$ cat src/rtl/reg_read_pipe.sv
// Register-read lane: issue latch (S), PRF read plus writeback bypass, output stage (O).
// Optional writeback bypass is enabled by defining RR_BYPASS_EN.
module reg_read_pipe #(
    parameter int NUM_PREGS    = 64,
    parameter int NUM_EX_PIPES = 8,
    parameter int ROB_IDX_W    = 6,
    parameter int PAYLOAD_W    = 32,
    parameter int PREG_W       = $clog2(NUM_PREGS)
) (
    input  logic                           clk,
    input  logic                           rst,
    input  logic                           flush,
    input  logic                           iss_valid,
    output logic                           iss_ready,
    input  logic [PREG_W-1:0]              iss_src1_index,
    input  logic [PREG_W-1:0]              iss_src2_index,
    input  logic [PREG_W-1:0]              iss_dst_index,
    input  logic [ROB_IDX_W-1:0]           iss_rob_id,
    input  logic [PAYLOAD_W-1:0]           iss_payload,
    output logic [PREG_W-1:0]              prf_src1_index,
    output logic [PREG_W-1:0]              prf_src2_index,
    input  logic [31:0]                    prf_src1_val,
    input  logic [31:0]                    prf_src2_val,
    input  logic [NUM_EX_PIPES-1:0]        wb_valid,
    input  logic [NUM_EX_PIPES*PREG_W-1:0] wb_dst_index,
    input  logic [NUM_EX_PIPES*32-1:0]     wb_dst_val,
    output logic                           ex_valid,
    input  logic                           ex_ready,
    output logic [31:0]                    ex_src1_val,
    output logic [31:0]                    ex_src2_val,
    output logic [PREG_W-1:0]              ex_dst_index,
    output logic [ROB_IDX_W-1:0]           ex_rob_id,
    output logic [PAYLOAD_W-1:0]           ex_payload
);

    logic                 s_valid_q, s_valid_d;
    logic [PREG_W-1:0]    s_src1_q, s_src1_d;
    logic [PREG_W-1:0]    s_src2_q, s_src2_d;
    logic [PREG_W-1:0]    s_dst_q, s_dst_d;
    logic [ROB_IDX_W-1:0] s_rob_q, s_rob_d;
    logic [PAYLOAD_W-1:0] s_pay_q, s_pay_d;

    logic                 o_valid_q, o_valid_d;
    logic [31:0]          o_op1_q, o_op1_d;
    logic [31:0]          o_op2_q, o_op2_d;
    logic [PREG_W-1:0]    o_dst_q, o_dst_d;
    logic [ROB_IDX_W-1:0] o_rob_q, o_rob_d;
    logic [PAYLOAD_W-1:0] o_pay_q, o_pay_d;

    logic        o_free, s_adv, accept;
    logic [31:0] op1, op2;

    assign o_free    = !o_valid_q || ex_ready;
    assign s_adv     = s_valid_q && o_free;
    assign iss_ready = !s_valid_q || o_free;
    assign accept    = iss_valid && iss_ready;

    assign prf_src1_index = s_src1_q;
    assign prf_src2_index = s_src2_q;

    // Descending scan so the lowest-numbered matching pipe wins.
    always_comb begin
        op1 = prf_src1_val;
        op2 = prf_src2_val;
`ifdef RR_BYPASS_EN
        for (int i = NUM_EX_PIPES - 1; i >= 0; i--) begin
            if (wb_valid[i] && wb_dst_index[i*PREG_W +: PREG_W] == s_src1_q)
                op1 = wb_dst_val[i*32 +: 32];
            if (wb_valid[i] && wb_dst_index[i*PREG_W +: PREG_W] == s_src2_q)
                op2 = wb_dst_val[i*32 +: 32];
        end
`endif
        if (s_src1_q == '0)
            op1 = '0;
        if (s_src2_q == '0)
            op2 = '0;
    end

`ifndef RR_BYPASS_EN
    logic unused_wb;
    assign unused_wb = ^{wb_valid, wb_dst_index, wb_dst_val};
`endif

    always_comb begin
        s_valid_d = s_valid_q;
        s_src1_d  = s_src1_q;
        s_src2_d  = s_src2_q;
        s_dst_d   = s_dst_q;
        s_rob_d   = s_rob_q;
        s_pay_d   = s_pay_q;
        if (accept) begin
            s_valid_d = 1'b1;
            s_src1_d  = iss_src1_index;
            s_src2_d  = iss_src2_index;
            s_dst_d   = iss_dst_index;
            s_rob_d   = iss_rob_id;
            s_pay_d   = iss_payload;
        end else if (s_adv) begin
            s_valid_d = 1'b0;
        end
        if (flush)
            s_valid_d = 1'b0;
    end

    always_comb begin
        o_valid_d = o_valid_q;
        o_op1_d   = o_op1_q;
        o_op2_d   = o_op2_q;
        o_dst_d   = o_dst_q;
        o_rob_d   = o_rob_q;
        o_pay_d   = o_pay_q;
        if (s_adv) begin
            o_valid_d = 1'b1;
            o_op1_d   = op1;
            o_op2_d   = op2;
            o_dst_d   = s_dst_q;
            o_rob_d   = s_rob_q;
            o_pay_d   = s_pay_q;
        end else if (ex_ready) begin
            o_valid_d = 1'b0;
        end
        if (flush)
            o_valid_d = 1'b0;
    end

    always_ff @(posedge clk) begin
        if (!rst) begin
            s_valid_q <= 1'b0;
            s_src1_q  <= '0;
            s_src2_q  <= '0;
            s_dst_q   <= '0;
            s_rob_q   <= '0;
            s_pay_q   <= '0;
            o_valid_q <= 1'b0;
            o_op1_q   <= '0;
            o_op2_q   <= '0;
            o_dst_q   <= '0;
            o_rob_q   <= '0;
            o_pay_q   <= '0;
        end else begin
            s_valid_q <= s_valid_d;
            s_src1_q  <= s_src1_d;
            s_src2_q  <= s_src2_d;
            s_dst_q   <= s_dst_d;
            s_rob_q   <= s_rob_d;
            s_pay_q   <= s_pay_d;
            o_valid_q <= o_valid_d;
            o_op1_q   <= o_op1_d;
            o_op2_q   <= o_op2_d;
            o_dst_q   <= o_dst_d;
            o_rob_q   <= o_rob_d;
            o_pay_q   <= o_pay_d;
        end
    end

    assign ex_valid     = o_valid_q;
    assign ex_src1_val  = o_op1_q;
    assign ex_src2_val  = o_op2_q;
    assign ex_dst_index = o_dst_q;
    assign ex_rob_id    = o_rob_q;
    assign ex_payload   = o_pay_q;

endmodule

$ cat config.mk
export PLATFORM = sky130hd
export DESIGN_NAME = reg_read_pipe
export DESIGN_NICKNAME = d
export VERILOG_FILES = /design/src/rtl/reg_read_pipe.sv
export SDC_FILE = /design/constraint.sdc
export NUM_CORES = 1
export LEC_CHECK = 0
export CAP_MARGIN = 30
export CORE_AREA = 10 10 212 214
export CTS_BUF_LIST = sky130_fd_sc_hd__clkbuf_8
export DETAILED_ROUTE_END_ITERATION = 10
export DIE_AREA = 0 0 222 224
export MAX_ROUTING_LAYER = met4
export PLACE_DENSITY_LB_ADDON = 0.2
export SYNTH_ARGS = -nofsm -noshare
export SYNTH_HDL_FRONTEND = slang
export SYNTH_SLANG_ARGS = --single-unit
$ cat constraint.sdc
create_clock -name clk -period 1.4 [get_ports clk]
set_clock_uncertainty 0.1 [all_clocks]
set_input_delay 0.42 -clock clk [delete_from_list [all_inputs] [get_ports clk]]
set_output_delay 0.42 -clock clk [all_outputs]
set_load 0.05 [all_outputs]
## Yosys cells after proc, flatten, opt, wreduce, memory -nomap -nowiden

Cells that the tools add are included.

- Bits of input ports: 437
- Word-level logic and storage cells: 30
- Output and inout port bits: 122
- Register bits after elaboration: 166

- Bitwise gates (word level): 1
- Mux-type cells: 6
- Reduce and logical (&&, ||, !) cells: 11

Operators with widths:

| operator | count |
|---|---|
| 32-bit two-way mux | 2 |
| 6-bit zero test | 2 |
| 1-bit two-way mux | 4 |
| 2-bit nonzero test | 2 |
| 1-bit logical AND | 2 |
| 1-bit zero test | 2 |
| 1-bit logical OR | 2 |
| 2-bit OR reduction | 1 |
| 1-bit inverter | 1 |

## Logic depth before layout (Yosys ltp)

- Word-level depth: 5
- Gate-level depth with buffers: 6
- Gate-level depth less buffers: 3

## Least setup slack after synthesis

No wires, ideal clock.

- Path kind: register to output
- Start: reg o_valid_q, in the netlist ex_valid
- End: out iss_ready
- Stages on the path, launching flop included: 5
- Data required time: 880 ps
- Buffers on the path: 2
- Arrival time: 1542 ps
- Path slack: -662 ps
- Cell sequence: dfxtp_1 -> nor2b_4 -> buf_2 -> buf_2 -> nand2_1

- Word-level cells in the longest chain between the ends: 3

Ends and longest elaborated chain:

| what | RTL line | RTL |
|---|---|---|
| from (decl) | 43 | `logic o_valid_q, o_valid_d;` |
| from (signal assigned) | 147 | `o_valid_q <= o_valid_d;` |
| 1-bit zero test | 53 | `assign o_free = !o_valid_q \|\| ex_ready;` |
| 1-bit logical OR | 53 |  |
| 1-bit logical OR | 55 | `assign iss_ready = !s_valid_q \|\| o_free;` |
| to (decl) | 14 | `output logic iss_ready,` |

No other way between the ends.

## Worst setup path in the final report

Ends and elaborated chain as after synthesis.

==> results.json <==
{
  "power_density_nw_per_um2": 881,
  "end_kind": "output pin",
  "cts_max_level": 4,
  "final_hold_viol_count": 0,
  "die-area_sq_um": 49700,
  "postSynthCellCount": 757,
  "timing.final.ws_setup_ns": -0.446,
  "syn_to_final_growth_pct": 85.8,
  "layout.nets": 1454,
  "synthArstFlopShare": 0,
  "synth_area_sq_um": 6670,
  "cts_hold_buf": 0,
  "max-slew-margin-rel": 0.761,
  "synthDistinctLibCells": 21,
  "violations": "negative setup slack",
  "drc": 0,
  "layout_min_cycle_time_ns": 1.85,
  "fmax_mhz": 542,
  "p_leak_uw": 0.00521,
  "die_x_um": 222,
  "rsz0062_at_grt": "true",
  "min_path_cells": 2,
  "numCtsBuffers": 17,
  "initial_core_util": 0.164,
  "cap_violations": 0,
  "synth-seq-cells": 166,
  "vdd_ir_drop_max_uv": 540,
  "synth_edf_count": 0,
  "cts.path.max_buffers": 2,
  "worst-path-max-fanout": 3,
  "setup_viol": 243,
  "grt_pass1_vias": 6751,
  "row_count": 74,
  "worstRegToRegCells": 8,
  "overflow": 0,
  "syn_nets": 1194,
  "grt_util_all_layers": 0.114,
  "critical_path_class": "reg2out",
  "hold_ws_ns": 0.364,
  "yosysMostFrequentCell": "nand2_1",
  "cp.required_ns": 0.88,
  "worstPathArrival_ns": 1.33,
  "die_y_um": 224,
  "grt_pass1_wl_um": 42700,
  "slew_viol_final": 0,
  "dp_hpwl_um": 19500,
  "tightest_slew_ns": 0.359,
  "seq_area_frac_synth": 0.498,
  "timing.final.crit_share": 1.32,
  "io_buffers": 246,
  "drt-total-wl_um": 28600,
  "synth_top_area_share": 0.498,
  "coreArea_sq_um": 40600,
  "place_congestion": 0.706,
  "critPathLaunchType": "flop",
  "finalInstanceArea_sq_um": 12400,
  "drt-initial-drc-count": 250,
  "clock_latency_ns": 0.48,
  "place_area_sq_um": 11300,
  "yosys-top-cells-count": "179 x nand2_1, 166 x dfxtp_1, 110 x a21oi_1, 64 x a41o_1, 56 x mux2i_1",
  "pin_count": 559,
  "wl_per_cell_um": 18.3,
  "hp-class": "reg2reg",
  "vias_per_cell": 4.15,
  "grt_start_max_net_pins": 54,
  "cts_tree": "built",
  "cts_num_sinks": 166,
  "antenna_found_initial": 5,
  "synth.largest_area_cell": "dfxtp_1",
  "cts.clk_slew.worst_paths_ns": 0.10,
  "root_buffer": "clkbuf_8",
  "vias": 6499,
  "synthTopCellsByArea": "dfxtp_1 50%, nand2_1 10%, a41o_1 9.6%",
  "yosys_warnings": 0,
  "ys.flop_type": "dfxtp_1",
  "status": "finished, violations left",
  "synth.avg_cell_area_sq_um": 8.81,
  "drt_first_pass_iters": 4,
  "drtAntennaViolNets": 0,
  "drive_gt1_frac": 0.354
}
-- layout make-up --
type | instances | area, sq um
Fill cell | 4223 | 28200
Timing Repair Buffer | 323 | 4780
Sequential cell | 166 | 3520
Multi-Input combinational cell | 507 | 3020
Tap cell | 532 | 666
Clock buffer | 18 | 248
Clock inverter | 14 | 140
Antenna cell | 5 | 12.5
Inverter | 2 | 7.51
-- layer usage --
| metal | GRT usage | wire length, um | vias up |
|---|---|---|---|
| li1 | - | - | 3201 |
| met1 | 0.131 | 12400 | 3097 |
| met2 | 0.169 | 12900 | 188 |
| met3 | 0.0641 | 3040 | 13 |
| met4 | 0.0241 | 237 | 0 |
| met5 | - | 0 | - |
-- sequential cells by signal, summed over array words and instances (netlist names), 6 cells and up --
| register | count |
|---|---|
| ex_src1_val | 32 |
| ex_payload | 32 |
| s_rob_q | 6 |
| s_pay_q | 32 |
| prf_src1_index | 6 |
| ex_src2_val | 32 |
| prf_src2_index | 6 |
| ex_dst_index | 6 |
| s_dst_q | 6 |
| ex_rob_id | 6 |
-- what timing repair did --
action | CTS | global route
resized for setup | 155 | 11
endpoints found under the setup margin | 260 | 275
pin swaps | 35 | 35
gates cloned | 4 | 4
buffers inserted | 11 | 10
endpoints found under the hold margin | 0 | 0
-- cell families (layout without fill, tap and decap cells) --
family,count (synthesis),count (layout),synth area share
flops,166,166,0.498
buf+inv,84,357,0.0619
mux,56,56,0.0841
other cells,0,5,0
compound gates,219,219,0.213
simple gates,232,232,0.143
-- through the flow --
stage / utilization / worst slack [ns] / setup TNS [ns] / cells / total power (uW)
floorplan: - / -0.112 / -0.112 / 757 / 6000
global placement: 0.279 / -0.746 / -107.24 / 1504 / 7190
detailed placement: 0.279 / -0.758 / -107.38 / 1504 / 7200
CTS: 0.300 / -0.577 / -31.96 / 1548 / 11100
global route: 0.306 / -0.553 / -51.86 / 1567 / 11500
finish: 0.306 / -0.446 / -33.15 / 1567 / 10900
-- layout by cell type (no fill, tap or decap), drive strengths merged, types with 4 or more instances in the layout --
| cell | n |
|---|---|
| a21oi | 110 |
| a41o | 64 |
| buf | 195 |
| clkbuf | 23 |
| clkdlybuf4s50 | 122 |
| clkinv | 4 |
| dfxtp | 166 |
| diode | 5 |
| inv | 9 |
| mux2i | 56 |
| nand2 | 179 |
| nand3 | 44 |
| nor2 | 4 |
| o21ai | 44 |
-- report_power, final --
part | internal, uW | switching (uW)
Combinational | 1180 | 1080
Clock | 1510 | 2110
Sequential | 4900 | 146
-- worst paths after layout --
check                   start              end  slack, ns
setup / recovery     ex_valid        iss_ready      -0.45
hold reg to reg   s_pay_q[11]      s_pay_q[11]       0.36
setup reg to reg     ex_valid  ex_src1_val[31]      -0.23
hold / removal    s_pay_q[11]      s_pay_q[11]       0.36
-- critical path: stages (launching register included) --
cell	delay, ns
dfxtp_4	0.35
nor2b_4	0.17
buf_6	0.13
nand2_8	0.05
buf_8	0.14
(Power assumes the default switching activity.)
==> variant 1, RTL diff (same flow settings) <==
Set the parameter `ROB_IDX_W` to 7 (it was 6).
--- a/src/rtl/reg_read_pipe.sv
+++ b/src/rtl/reg_read_pipe.sv
@@ -3,7 +3,7 @@
 module reg_read_pipe #(
     parameter int NUM_PREGS    = 64,
     parameter int NUM_EX_PIPES = 8,
-    parameter int ROB_IDX_W    = 6,
+    parameter int ROB_IDX_W    = 7,
     parameter int PAYLOAD_W    = 32,
     parameter int PREG_W       = $clog2(NUM_PREGS)
 ) (
Ports: changed (resized ex_rob_id and iss_rob_id); port bits go from 559 to 561. The function was not compared with the original's and may differ.
==> variant 1 against the unedited design <==
- the flow still finishes with violations (negative setup slack)
- design area grew 13%
- synthesized area up 1.3%
- routed wire length up 10%
- die area is the same
- first-iteration DRC count decreased by 1.2%
- synthesized cell count rose by 1.3%
- total power grew 3.6%
- count of clock-buffer cells in the layout unchanged
- sequential cell count increased by 2
- final cell count rose by 4.5%
- setup slack got worse by 17 ps
- critical endpoint unchanged
- largest power group unchanged
==> variant 1: results (changes against the unedited design) <==
The post-synthesis net count came out at 1205 (+0.92%). The library cell contributing the largest single delay on the critical path was sky130_fd_sc_hd__dfxtp_4. The leakage power was 5.85 nW (+12%); the final RePlAce weighted congestion was 0.689 (-2.4%).

The post-synthesis cell type count is 20 (-4.8%). The share of final-layout standard cells stronger than drive strength 1 was 0.467 (+0.113). The run gives -679 ps (+79.0 ps) as the worst setup slack before clock tree synthesis.

In the post-synthesis netlist, the biggest area contributors are sky130_fd_sc_hd__dfxtp_1 (50%), sky130_fd_sc_hd__nand2_1 (10%), sky130_fd_sc_hd__a41o_1 (9.5%). The run gives 1527 (+5.0%) as the net total in the final layout. The count of final setup violators is 290 (+19%), and the all-layer global routing usage is 0.127 (+0.0133). The run gives 0 (unchanged) as the count of synthesis-stage warnings from yosys. The number of global-route vias before repair is 7136 (+5.7%). The logs give 247 (-1.2%) for the number of DRC markers in iteration 0 and 0.198 (+0.0287) for the met2 track utilization from global routing. The post-layout worst setup margin came out at -464 ps (-17.4 ps). The logs give 19500 µm (-0.26%) for the total half-perimeter wirelength after legalization and detailed placement and 312 ps (-51.6 ps) for the final worst hold slack. The tools report the wire length the detailed router placed on met1 as 13700 µm (+10%). The routed length on met2 is 15000 µm (+16%). The wire length of the first global-routing pass is 46800 µm (+9.7%), and the number of setup buffers added after CTS is 43 (+32).

The register-to-register setup slack came out at -440 ps (-210 ps). The biggest fanout along the worst timing path is 2 (-1). The quantity of gates resized following cts is 224 (+45%).

Met3 routing resource usage after global routing: 0.0555 (-0.00859). The worst hold path begins at rst. The run gives 4034 (-4.5%) as the fill cell total of the finished layout. The run finished, with violations left. The logs give 0.000582 V (+7.8%) for the peak ir drop on the vdd network and 0.148 (+0.0163) for the met1 routing resource usage after global routing.

The topmost layer with routed signal wires was met4. The worst slew margin relative to its limit came out at 0.627 (-0.133). The commonest cells after synthesis are sky130_fd_sc_hd__nand2_1 (181), sky130_fd_sc_hd__dfxtp_1 (168), sky130_fd_sc_hd__a21oi_1 (111).

For the pin count of the biggest net entering global routing, the log shows 60 (+11%). The total wire length was 31600 µm (+10%). The number of I/O port buffers is 248 (+0.81%).

The sum of negative setup slack is -62110 ps (-28960 ps), and the sequential fraction of the synthesis area is 0.498 (-0.000626). The vias per cell came out at 4.19 (+1.1%). The number of antenna violations at the first check in global routing was 3 (-2). The final reports fail on negative setup slack.

The path class of the tightest hold or removal check is input pin to flop.
==> variant 1: cell count changes after synthesis, moves of 3 or more <==
cell | before | now
sky130_fd_sc_hd__o21ai_0 | 39 | 35
sky130_fd_sc_hd__o21ai_1 | 5 | 10
sky130_fd_sc_hd__buf_2 | 42 | 39
sky130_fd_sc_hd__clkbuf_1 | 28 | 35
==> variant 1: worst paths after layout <==
| path | end | depth (start not counted) |
|---|---|---|
| setup / recovery | iss_ready | 4 |
| setup reg to reg | ex_src1_val[16] | 10 |
| hold reg to reg | ex_dst_index[3] | 2 |
| hold / removal | s_dst_q[0] | 4 |
==> variant 1: power breakdown <==
group          leakage, nW  switching (W)  total, W  internal, W
clock                0.204        0.00204   0.00368      0.00164
sequential            1.44       0.000165   0.00510      0.00494
combinational         4.21        0.00117   0.00252      0.00136
==> variant 1: area by class of cell <==
| type | instances | share of cell area |
|---|---|---|
| flip-flops and latches | 168 | 0.256 |
| clock buffers | 18 | 0.0176 |
| diodes | 3 | 0.000534 |
| clock inverters | 14 | 0.0103 |
| well taps | 532 | 0.0474 |
| multi-input cells | 513 | 0.250 |
| inverters | 2 | 0.000534 |
| repair buffers | 387 | 0.418 |
==> variant 1: kinds of logic (layout without fill, tap and decap cells) <==
family,count (synthesis),after routing,share of synthesized area
multiplexers,57,57,0.0844
flip-flops,168,168,0.498
AO/OA/AOI/OAI,221,221,0.212
AND/OR/NAND/NOR,235,235,0.144
other,0,3,0
buffers and inverters,86,421,0.0617
==> variant 1: per-stage QoR <==
stage | area [µm²] | cells
floorplan | 6840 | 767
global placement | 11500 | 1524
detailed placement | 11500 | 1524
CTS | 13600 | 1624
global route | 14100 | 1637
finish | 14100 | 1637
==> variant 2, RTL diff (same flow settings) <==
Made on the original files. Take the reset off `s_src1_q`, `s_src2_q`, `o_op1_q` and `o_op2_q` and load them in a clocked block of their own.
--- a/src/rtl/reg_read_pipe.sv
+++ b/src/rtl/reg_read_pipe.sv
@@ -126,31 +126,30 @@
     always_ff @(posedge clk) begin
         if (!rst) begin
             s_valid_q <= 1'b0;
-            s_src1_q  <= '0;
-            s_src2_q  <= '0;
             s_dst_q   <= '0;
             s_rob_q   <= '0;
             s_pay_q   <= '0;
             o_valid_q <= 1'b0;
-            o_op1_q   <= '0;
-            o_op2_q   <= '0;
             o_dst_q   <= '0;
             o_rob_q   <= '0;
             o_pay_q   <= '0;
         end else begin
             s_valid_q <= s_valid_d;
-            s_src1_q  <= s_src1_d;
-            s_src2_q  <= s_src2_d;
             s_dst_q   <= s_dst_d;
             s_rob_q   <= s_rob_d;
             s_pay_q   <= s_pay_d;
             o_valid_q <= o_valid_d;
-            o_op1_q   <= o_op1_d;
-            o_op2_q   <= o_op2_d;
             o_dst_q   <= o_dst_d;
             o_rob_q   <= o_rob_d;
             o_pay_q   <= o_pay_d;
         end
+    end
+
+    always_ff @(posedge clk) begin
+        s_src1_q <= s_src1_d;
+        s_src2_q <= s_src2_d;
+        o_op1_q  <= o_op1_d;
+        o_op2_q  <= o_op2_d;
     end
 
     assign ex_valid     = o_valid_q;
Formal check against the unedited RTL: not equivalent (Yosys sat finds a counterexample within 4 cycles, from zero or initial values and one cycle with rst low).
==> variant 2 against the unedited design <==
- clock power rose by 5.5%
- total power grew 1.5%
- critical path type is now input pin to flop
- hold slack worse by 23 ps
- synthesized cell count decreased by 27%
- sequential cell count unchanged
- global-route usage shrank 1.1 points
- synthesized area fell by 5.6%
- the run still ends with negative setup slack left
- design area up 4.3%
- setup slack worse by 61 ps
- largest power group unchanged
- routed wire length down 7.1%
- highest routed layer unchanged
- largest cell class unchanged
==> variant 2: results (changes against the unedited design) <==
The run finished, with violations left. The checks that failed: negative setup slack. The most critical setup path has its startpoint at ex_ready. The final RePlAce weighted congestion is 0.684 (-3.1%), and the number of cell instances on the worst register-to-register path is 9 (+1).

The post-layout worst setup margin is -507 ps (-61.3 ps). The worst setup path is of the input pin to flop kind. The run gives 0.644 (-0.116) as the worst slew margin relative to its limit. The logs give 142 (-8.4%) for the quantity of gates resized following cts and 992 (-17%) for the post-synthesis net count.

The leakage power is 4.87 nW (-6.5%). Part of the power in combinational logic: 0.172 (-0.035). Sorting the synthesized cells by how often they occur yields sky130_fd_sc_hd__nand2_1 (91), sky130_fd_sc_hd__dfxtp_1 (90), sky130_fd_sc_hd__edfxtp_1 (76). The share of final-layout standard cells stronger than drive strength 1 works out to 0.464 (+0.110).

The fill cell total of the finished layout is 4097 (-3.0%), and the cell area after placement is 10900 µm² (-4.0%). The number of setup buffers added after CTS was 26 (+15); the sequential fraction of the synthesis area was 0.649 (+0.150). The run gives -90580 ps (-57440 ps) as the sum of negative setup slack. The total half-perimeter wirelength after legalization and detailed placement is 17500 µm (-11%), and the pin count of the biggest net entering global routing is 35 (-35%). The count of final setup violators is 352 (+45%). Vias per cell: 3.65 (-12%). In this run the worst hold path is classified as input pin to flop. The register-to-register setup slack is -450 ps (-220 ps), and the worst setup slack before clock tree synthesis is -675 ps (+83.9 ps).

The logs give 164 (-34%) for the number of DRC markers in iteration 0 and 0.000553 V (+2.5%) for the peak ir drop on the vdd network. The net total in the final layout was 1324 (-8.9%). The data arrival time of the critical path is 2010 ps (+680 ps).

The logs give 36900 µm (-14%) for the wire length of the first global-routing pass and 0.00294 W (-12%) for the switching component of the power. Number of enable-type register cells in the synthesized netlist: 76 (+76). The biggest fanout along the worst timing path works out to 5 (+2).
## variant 2: changes by cell type after synthesis, moves of 8 or more
cell	change
sky130_fd_sc_hd__a21oi_1	-64
sky130_fd_sc_hd__a41o_1	-64
sky130_fd_sc_hd__and2_1	+64
sky130_fd_sc_hd__buf_2	-34
sky130_fd_sc_hd__buf_4	+8
sky130_fd_sc_hd__clkbuf_1	-11
sky130_fd_sc_hd__dfxtp_1	-76
sky130_fd_sc_hd__edfxtp_1	+76
sky130_fd_sc_hd__mux2i_1	-12
sky130_fd_sc_hd__nand2_1	-88
sky130_fd_sc_hd__o21ai_0	-26
sky130_fd_sc_hd__o21ai_1	+26
## variant 2: cell families (layout without fill, tap and decap cells)
logic type | Yosys count | count (layout) | synth area share
flip-flops | 166 | 166 | 0.649
multiplexers | 44 | 44 | 0.0700
other | 0 | 8 | 0
AO/OA/AOI/OAI | 91 | 91 | 0.0733
AND/OR/NAND/NOR | 208 | 208 | 0.161
buffers and inverters | 46 | 391 | 0.0465
## variant 2: through the flow
stage | std cells | hold slack, ps
finish | 1440 | 341
detailed placement | 1335 | 348
global placement | 1335 | 343
floorplan | 555 | 335
CTS | 1406 | 274
global route | 1440 | 291
## variant 2: area by class of cell
| type | instances | area [µm²] | area share |
|---|---|---|---|
| Timing Repair Buffer | 357 | 5240 | 0.405 |
| Inverter | 2 | 7.51 | 0.000581 |
| Antenna cell | 8 | 20.0 | 0.00155 |
| Clock buffer | 18 | 248 | 0.0192 |
| Tap cell | 532 | 666 | 0.0515 |
| Clock inverter | 14 | 173 | 0.0134 |
| Multi-Input combinational cell | 343 | 2370 | 0.184 |
| Sequential cell | 166 | 4200 | 0.325 |
## variant 2: critical path, stage by stage
cell and delay (ps):
sky130_fd_sc_hd__clkdlybuf4s50_1 530, sky130_fd_sc_hd__nor2b_4 80, sky130_fd_sc_hd__buf_4 140, sky130_fd_sc_hd__buf_6 110
sky130_fd_sc_hd__buf_8 130, sky130_fd_sc_hd__nor2_4 140, sky130_fd_sc_hd__buf_12 150, sky130_fd_sc_hd__buf_12 110
sky130_fd_sc_hd__buf_6 100, sky130_fd_sc_hd__buf_16 100
## variant 2: metal layers
layer | global-route usage | wire [µm]
met4 | 0.0237 | 187
met1 | 0.118 | 11900
met3 | 0.0548 | 2350
met5 | - | 0
met2 | 0.156 | 12200
## variant 2: worst min-delay path by stage
stage / slack [ps] / depth (start not counted) / start / end
after floorplan: 330 / 2 / s_dst_q[0] / s_dst_q[0]
after global placement: 340 / 2 / s_pay_q[10] / s_pay_q[10]
after detailed placement: 350 / 2 / s_dst_q[5] / s_dst_q[5]
after CTS: 270 / 4 / rst / s_pay_q[25]
after global routing: 290 / 4 / rst / s_pay_q[25]
final: 340 / 4 / rst / s_dst_q[4]
